$ cat config.mk
export PLATFORM = sky130hd
export DESIGN_NAME = paam_err_monitor
export DESIGN_NICKNAME = d
export VERILOG_FILES = /design/src/rtl/paam_pkg.sv /design/src/rtl/paam_err_dist.sv /design/src/rtl/paam_err_monitor.sv
export SDC_FILE = /design/constraint.sdc
export NUM_CORES = 1
export LEC_CHECK = 0
export BUFFER_PORTS_ARGS = -buffer_cell sky130_fd_sc_hd__buf_2
export CAP_MARGIN = 20
export CORE_MARGIN = 4
export CORE_UTILIZATION = 50
export CTS_CLUSTER_SIZE = 28
export DETAILED_ROUTE_END_ITERATION = 8
export GPL_TIMING_DRIVEN = 0
export PLACE_DENSITY = 0.69
export RECOVER_POWER = 100
export SLEW_MARGIN = 20
export SYNTH_ARGS = -nofsm -noshare
export SYNTH_HDL_FRONTEND = slang
export SYNTH_SLANG_ARGS = --single-unit
$ cat constraint.sdc
create_clock -name clk -period 11.1 [get_ports clk]
set_input_delay 2.22 -clock clk [delete_from_list [all_inputs] [get_ports clk]]
set_output_delay 2.22 -clock clk [all_outputs]
set_load 0.05 [all_outputs]
$ cat src/rtl/paam_pkg.sv
// Shared definitions for the paam_err_monitor error-metric collector.
// Optional feature macro used across this slice: PAAM_MON_BIAS_EN.
package paam_pkg;

    localparam int A_W = 8;
    localparam int B_W = 6;
    localparam int P_W = 14;

    // Largest exact product of the 8x6 multiplier (255 * 63).
    localparam int MAX_EXACT = 16065;

    typedef enum logic [1:0] {
        IDLE  = 2'd0,
        RUN   = 2'd1,
        FLUSH = 2'd2,
        DONE  = 2'd3
    } state_t;

    // Unsigned absolute difference of two product-width values.
    function automatic logic [P_W-1:0] abs_diff(input logic [P_W-1:0] x,
                                                input logic [P_W-1:0] y);
        return (x >= y) ? (x - y) : (y - x);
    endfunction

endpackage

$ cat src/rtl/paam_err_dist.sv
// Combinational exact product and error distance for one sample.
// With PAAM_MON_BIAS_EN defined it also provides the signed error p - exact.
module paam_err_dist
    import paam_pkg::*;
(
    input  logic [A_W-1:0]        a,
    input  logic [B_W-1:0]        b,
    input  logic [P_W-1:0]        p,
    output logic [P_W-1:0]        exact,
    output logic [P_W-1:0]        ed
`ifdef PAAM_MON_BIAS_EN
    ,
    output logic signed [P_W:0]   diff
`endif
);

    // Exact product never exceeds MAX_EXACT, so P_W bits always hold it.
    always_comb begin
        exact = P_W'(a) * P_W'(b);
        ed    = abs_diff(exact, p);
`ifdef PAAM_MON_BIAS_EN
        diff  = $signed({1'b0, p}) - $signed({1'b0, exact});
`endif
    end

endmodule

$ cat src/rtl/paam_err_monitor.sv
// Streaming error-metric collector for the 8x6 approximate multiplier.
// Accumulates error-distance sum, maximum and erroneous-sample count over a
// run of N_SAMPLES samples and presents them on a valid/ready result port.
// Optional feature macro: PAAM_MON_BIAS_EN adds the signed bias_sum output.
module paam_err_monitor
    import paam_pkg::*;
#(
    parameter int N_SAMPLES = 256,
    parameter int CNT_W     = $clog2(N_SAMPLES + 1),
    parameter int SUM_W     = P_W + CNT_W
)(
    input  logic                    clk,
    input  logic                    rst_n,
    input  logic                    start,
    input  logic                    in_valid,
    output logic                    in_ready,
    input  logic [A_W-1:0]          in_a,
    input  logic [B_W-1:0]          in_b,
    input  logic [P_W-1:0]          in_p,
    output logic                    out_valid,
    input  logic                    out_ready,
    output logic [SUM_W-1:0]        sum_ed,
    output logic [P_W-1:0]          max_ed,
    output logic [CNT_W-1:0]        err_cnt,
    output logic                    busy
`ifdef PAAM_MON_BIAS_EN
    ,
    output logic signed [SUM_W:0]   bias_sum
`endif
);

    localparam logic [CNT_W-1:0] N_LAST = CNT_W'(N_SAMPLES);

    state_t             state;
    state_t             state_next;
    logic               run_start;
    logic               accept;
    logic [CNT_W-1:0]   acc_cnt;

    logic               s1_valid;
    logic [A_W-1:0]     s1_a;
    logic [B_W-1:0]     s1_b;
    logic [P_W-1:0]     s1_p;

    logic               s2_valid;
    logic [P_W-1:0]     s2_ed;

    logic [P_W-1:0]     dist_exact;
    logic [P_W-1:0]     dist_ed;
`ifdef PAAM_MON_BIAS_EN
    logic signed [P_W:0] dist_diff;
    logic signed [P_W:0] s2_diff;
`endif

    assign accept = in_valid && in_ready;

    // Next-state and handshake decode; in FLUSH the S2 register drains on the
    // same edge that enters DONE, so results are final when out_valid rises.
    always_comb begin
        state_next = state;
        in_ready   = 1'b0;
        out_valid  = 1'b0;
        run_start  = 1'b0;
        busy       = (state != IDLE);
        case (state)
            IDLE: begin
                if (start) begin
                    state_next = RUN;
                    run_start  = 1'b1;
                end
            end
            RUN: begin
                in_ready = (acc_cnt < N_LAST);
                if (in_valid && in_ready && (acc_cnt == N_LAST - CNT_W'(1))) begin
                    state_next = FLUSH;
                end
            end
            FLUSH: begin
                if (!s1_valid) begin
                    state_next = DONE;
                end
            end
            DONE: begin
                out_valid = 1'b1;
                if (out_ready) begin
                    state_next = IDLE;
                end
            end
            default: state_next = IDLE;
        endcase
    end

    // FSM state register.
    always_ff @(posedge clk or negedge rst_n) begin
        if (!rst_n) begin
            state <= IDLE;
        end else begin
            state <= state_next;
        end
    end

    // Accept counter: cleared when a run starts, stalls through in_valid gaps.
    always_ff @(posedge clk or negedge rst_n) begin
        if (!rst_n) begin
            acc_cnt <= '0;
        end else if (run_start) begin
            acc_cnt <= '0;
        end else if (accept) begin
            acc_cnt <= acc_cnt + CNT_W'(1);
        end
    end

    // Stage S1: capture the accepted operands and approximate product.
    always_ff @(posedge clk or negedge rst_n) begin
        if (!rst_n) begin
            s1_valid <= 1'b0;
            s1_a     <= '0;
            s1_b     <= '0;
            s1_p     <= '0;
        end else begin
            s1_valid <= accept;
            if (accept) begin
                s1_a <= in_a;
                s1_b <= in_b;
                s1_p <= in_p;
            end
        end
    end

    paam_err_dist u_dist (
        .a     (s1_a),
        .b     (s1_b),
        .p     (s1_p),
        .exact (dist_exact),
        .ed    (dist_ed)
`ifdef PAAM_MON_BIAS_EN
        ,
        .diff  (dist_diff)
`endif
    );

    // Stage S2: register the error distance of the sample held in S1.
    always_ff @(posedge clk or negedge rst_n) begin
        if (!rst_n) begin
            s2_valid <= 1'b0;
            s2_ed    <= '0;
`ifdef PAAM_MON_BIAS_EN
            s2_diff  <= '0;
`endif
        end else begin
            s2_valid <= s1_valid;
            if (s1_valid) begin
                s2_ed   <= dist_ed;
`ifdef PAAM_MON_BIAS_EN
                s2_diff <= dist_diff;
`endif
            end
        end
    end

    // Statistics accumulators: cleared at run start, fed by S2.
    always_ff @(posedge clk or negedge rst_n) begin
        if (!rst_n) begin
            sum_ed  <= '0;
            max_ed  <= '0;
            err_cnt <= '0;
        end else if (run_start) begin
            sum_ed  <= '0;
            max_ed  <= '0;
            err_cnt <= '0;
        end else if (s2_valid) begin
            sum_ed <= sum_ed + SUM_W'(s2_ed);
            if (s2_ed > max_ed) begin
                max_ed <= s2_ed;
            end
            if (s2_ed != '0) begin
                err_cnt <= err_cnt + CNT_W'(1);
            end
        end
    end

`ifdef PAAM_MON_BIAS_EN
    // Signed bias accumulator; the per-sample difference is sign-extended.
    always_ff @(posedge clk or negedge rst_n) begin
        if (!rst_n) begin
            bias_sum <= '0;
        end else if (run_start) begin
            bias_sum <= '0;
        end else if (s2_valid) begin
            bias_sum <= bias_sum + $signed({{(SUM_W - P_W){s2_diff[P_W]}}, s2_diff});
        end
    end
`endif

endmodule

==> flow_summary.yaml <==
route:
  drt_iter0_markers: 342
  dr_total_vias: 6797
  vias_per_cell: 5.386
  route.final.wire_length_um: 19140
  routedWlPerCell_um: 15.17
  drt_pre_antenna_iters: 5
  number_of_remaining_drc_errors: 0
  drt.antenna.violating_nets: 0
die:
  coreArea_mm2: 0.01600
  fp.dieArea_mm2: 0.01861
  chipHeight_um: 136.4
  core.rowCount: 46
  top_level_ports: 82
  fp.dieW_um: 136.4
  start_util_pct: 51.52
worst_setup_path:
  cp_max_delay_cell: "sky130_fd_sc_hd__a2111oi_0"
  cp_data_required_time_ps: 11330
  cpPeakStageDelay_ps: 1960
  timing.critical_path.cells: "clkbuf_1 -> nand2_1 -> fa_1 -> fa_1 -> fa_1 -> inv_1 -> ha_1 -> nor2b_1 -> o21ai_0 -> a21boi_0 -> o21ai_0 -> a21oi_1 -> nor2_1 -> xnor2_1 -> ha_1 -> and3_1 -> and2_0 -> a2111oi_0 -> nand2_2 -> a2111oi_4 -> nor4b_1 -> or3_1"
  crit_path_end: "s2_ed[11]$_DFFE_PN0P_"
  r2r-start: "s1_b[5]$_DFFE_PN0P_"
  r2r_setup_slack_ps: 2900
  r2r.worst_path.cells: 22
  cp-start-kind: "flop"
  reg2reg_to: "s2_ed[11]$_DFFE_PN0P_"
  cp-end-kind: "flop"
  worst-endpoint-arrival_ps: 8430
  critical_path_peak_fanout: 9
  setup.worst_path.class: "reg -> reg"
  worstSetupStartpoint: "s1_b[5]$_DFFE_PN0P_"
  critical_path.most_common_cell: "sky130_fd_sc_hd__fa_1"
outcome:
  violations: "max-capacitance violations, max-slew violations"
  status: "complete, but fails checks"
synthesis:
  synth-warning-count: 0
  post-synth-top-count-cell: "sky130_fd_sc_hd__nand2_1"
  synthCells: 948
  ys_top_cells_by_count: "141 x sky130_fd_sc_hd__nand2_1, 101 x sky130_fd_sc_hd__dfrtp_1, 99 x sky130_fd_sc_hd__inv_1, 85 x sky130_fd_sc_hd__ha_1, 66 x sky130_fd_sc_hd__nor2_1"
  synth_largest_type_area_fraction_pct: 30.66
  synth.lib_cells_used.distinct: 66
  synth-xor-area-share_pct: 4.037
  synth_seq_cells: 101
  synth_area_mm2: 0.008244
  synth-adder-area-share_pct: 19.70
  synth_top_family_by_area: "simple AND/OR/NAND/NOR gates"
  postSynthAreaPerCell_um2: 8.696
  synth-async-reset-ratio_pct: 100.0
  synth_sequential_area_ratio_pct: 30.66
  synth_compound_area_share_pct: 14.63
  ys_dominant_reg_cell: "sky130_fd_sc_hd__dfrtp_1"
  proportion_of_synthesized_area_in_mux_cells_pct: 4.826
  postSynthNetCount: 1094
  post_synth_and_or_nand_nor_area_fraction_pct: 19.94
  ys_top_cells_by_area: "sky130_fd_sc_hd__dfrtp_1 31%, sky130_fd_sc_hd__ha_1 13%, sky130_fd_sc_hd__fa_1 6.8%"
  synth_enable_flop_cells: 0
  yosys.area.top_type: "sky130_fd_sc_hd__dfrtp_1"
cts:
  worst_setup_hold_path_clk_slew_ps: 80
  cts_root_buf: "sky130_fd_sc_hd__clkbuf_16"
  cts_htree_levels: 3
  cts_sinks: 101
  cts-resized-gates: 0
  postCtsSetupBuffers: 0
  clock_latency_ps: 360
  tritoncts: "built"
  ctsLongestPathBuffers: 2
  cts.hold.buffers_added: 0
  cts-buffers-inserted: 9
finish:
  diodes: 0
  postLayoutCellArea_mm2: 0.009141
  final_non_filler_cells: 1262
  fill_cells: 1533
  design.final.nets: 1187
  final_core_utilization_pct: 57.13
  proportion_of_layout_cells_with_a_drive_suffix_above_1_pct: 6.788
  area_growth_syn_to_layout_pct: 10.88
global_routing:
  initial_antenna_violation_count: 0
  grt_pass1_wl_um: 31750
  grt_pass1_vias: 6620
  grt_max_degree: 76
  global_route_congestion_overflow_total: 0
  grtUsageTotal_pct: 21.09
hold_path:
  min-delay-path-class: "reg -> reg"
run:
  maxCapViolCount: 3
timing:
  final-max-slew-violation-count: 113
  finalCritPeriodShare_pct: 73.84
  setup-tns-final_ps: 0
  finalHoldViolCount: 0
  rsz0062_at_grt: "no"
  min_period_ps: 8197
  final-setup-viol-count: 0
  worstMarginPinSlew_ps: 3910
  timing.max_slew.rel_slack_pct: -160.6
  achievable-frequency_mhz: 122.0
  clock_skew_ps: 9.467
placed_design:
  hpwlAfterDp_um: 15040
  io_buffers: 81
  dp_cells: 1246
  placed_cell_area_mm2: 0.008954
  finalWeightedCongestion: 0.8870
==> worst min path at each step <==
stage / from / end / slack [ps] / cells past startpoint
after floorplan: s1_valid$_DFF_PN0_ / s2_valid$_DFF_PN0_ / 410 / 0
after global placement: err_cnt[8]$_DFFE_PN0P_ / err_cnt[8]$_DFFE_PN0P_ / 520 / 2
after detailed placement: err_cnt[8]$_DFFE_PN0P_ / err_cnt[8]$_DFFE_PN0P_ / 520 / 2
after CTS: max_ed[7]$_DFFE_PN0P_ / max_ed[7]$_DFFE_PN0P_ / 540 / 2
after global routing: s1_valid$_DFF_PN0_ / s2_valid$_DFF_PN0_ / 550 / 0
final: s1_valid$_DFF_PN0_ / s2_valid$_DFF_PN0_ / 540 / 0
==> per-layer routing <==
metal / vias up / global-route usage (%) / wire length, um
li1: 3401 / - / -
met1: 3247 / 27.91 / 8816
met2: 133 / 36.57 / 9350
met3: 16 / 2.591 / 735
met4: 0 / 5.599 / 239
met5: - / 0 / 0
==> final cells by class <==
type / instances / area [um^2] / share of cell area, %
plain buffers: 32 / 140.1 / 1.533
clock buffers: 10 / 239.0 / 2.614
clock inverters: 6 / 77.57 / 0.8486
inverters: 99 / 371.6 / 4.065
multi-input cells: 716 / 5170 / 56.56
flip-flops and latches: 101 / 2527 / 27.65
well taps: 216 / 270.3 / 2.956
repair buffers: 82 / 345.3 / 3.778
==> registers in the layout (all words and copies together), names as in the netlist <==
| signal | count |
|---|---|
| s1_a | 8 |
| s1_b | 6 |
| sum_ed | 23 |
| s2_valid | 1 |
| max_ed | 14 |
| s2_ed | 14 |
| state | 2 |
| err_cnt | 9 |
| s1_p | 14 |
| s1_valid | 1 |
| acc_cnt | 9 |
==> per-stage QoR <==
stage | hold slack [ps] | setup slack, ps
2_1_floorplan | 412.0 | 5288
3_3_place_gp | 520.4 | 4549
3_5_place_dp | 523.5 | 4469
4_1_cts | 541.6 | 4438
5_1_grt | 553.6 | 2209
6_report | 536.7 | 2903
==> critical path: cells and delay by family (launching register included) <==
family / cells / cell delay (ps)
and+or+nand+nor: 8 / 1800
AOI/OAI and AO/OA: 6 / 3120
xor gates and xnor gates: 1 / 170
DFF: 1 / 320
adders and majority gates: 5 / 2260
buffers and inverters: 2 / 380
==> cell families (layout without fill, tap and decap cells) <==
family,Yosys count,after routing
AND/OR/NAND/NOR,344,344
AO/OA/AOI/OAI,182,182
buffers and inverters,131,229
adder cells (fa/ha/maj),113,113
flip-flops,101,101
multiplexers,39,39
XOR/XNOR,38,38
==> cell usage in the layout, fill, tap and decap left out, types with 17 or more instances in the layout <==
| cell type | instances |
|---|---|
| sky130_fd_sc_hd__nand2_1 | 141 |
| sky130_fd_sc_hd__dfrtp_1 | 101 |
| sky130_fd_sc_hd__inv_1 | 99 |
| sky130_fd_sc_hd__ha_1 | 85 |
| sky130_fd_sc_hd__clkbuf_1 | 77 |
| sky130_fd_sc_hd__nor2_1 | 66 |
| sky130_fd_sc_hd__o21ai_0 | 52 |
| sky130_fd_sc_hd__a21oi_1 | 44 |
| sky130_fd_sc_hd__and2_1 | 39 |
| sky130_fd_sc_hd__buf_2 | 34 |
| sky130_fd_sc_hd__mux2i_1 | 33 |
| sky130_fd_sc_hd__fa_1 | 28 |
| sky130_fd_sc_hd__xor2_1 | 21 |
| sky130_fd_sc_hd__a21o_1 | 19 |
| sky130_fd_sc_hd__nand3_1 | 18 |
| sky130_fd_sc_hd__xnor2_1 | 17 |
Power is left out: the tool's default activity adds up to more than one toggle a clock period on the data nets, which glitch-free logic cannot reach.
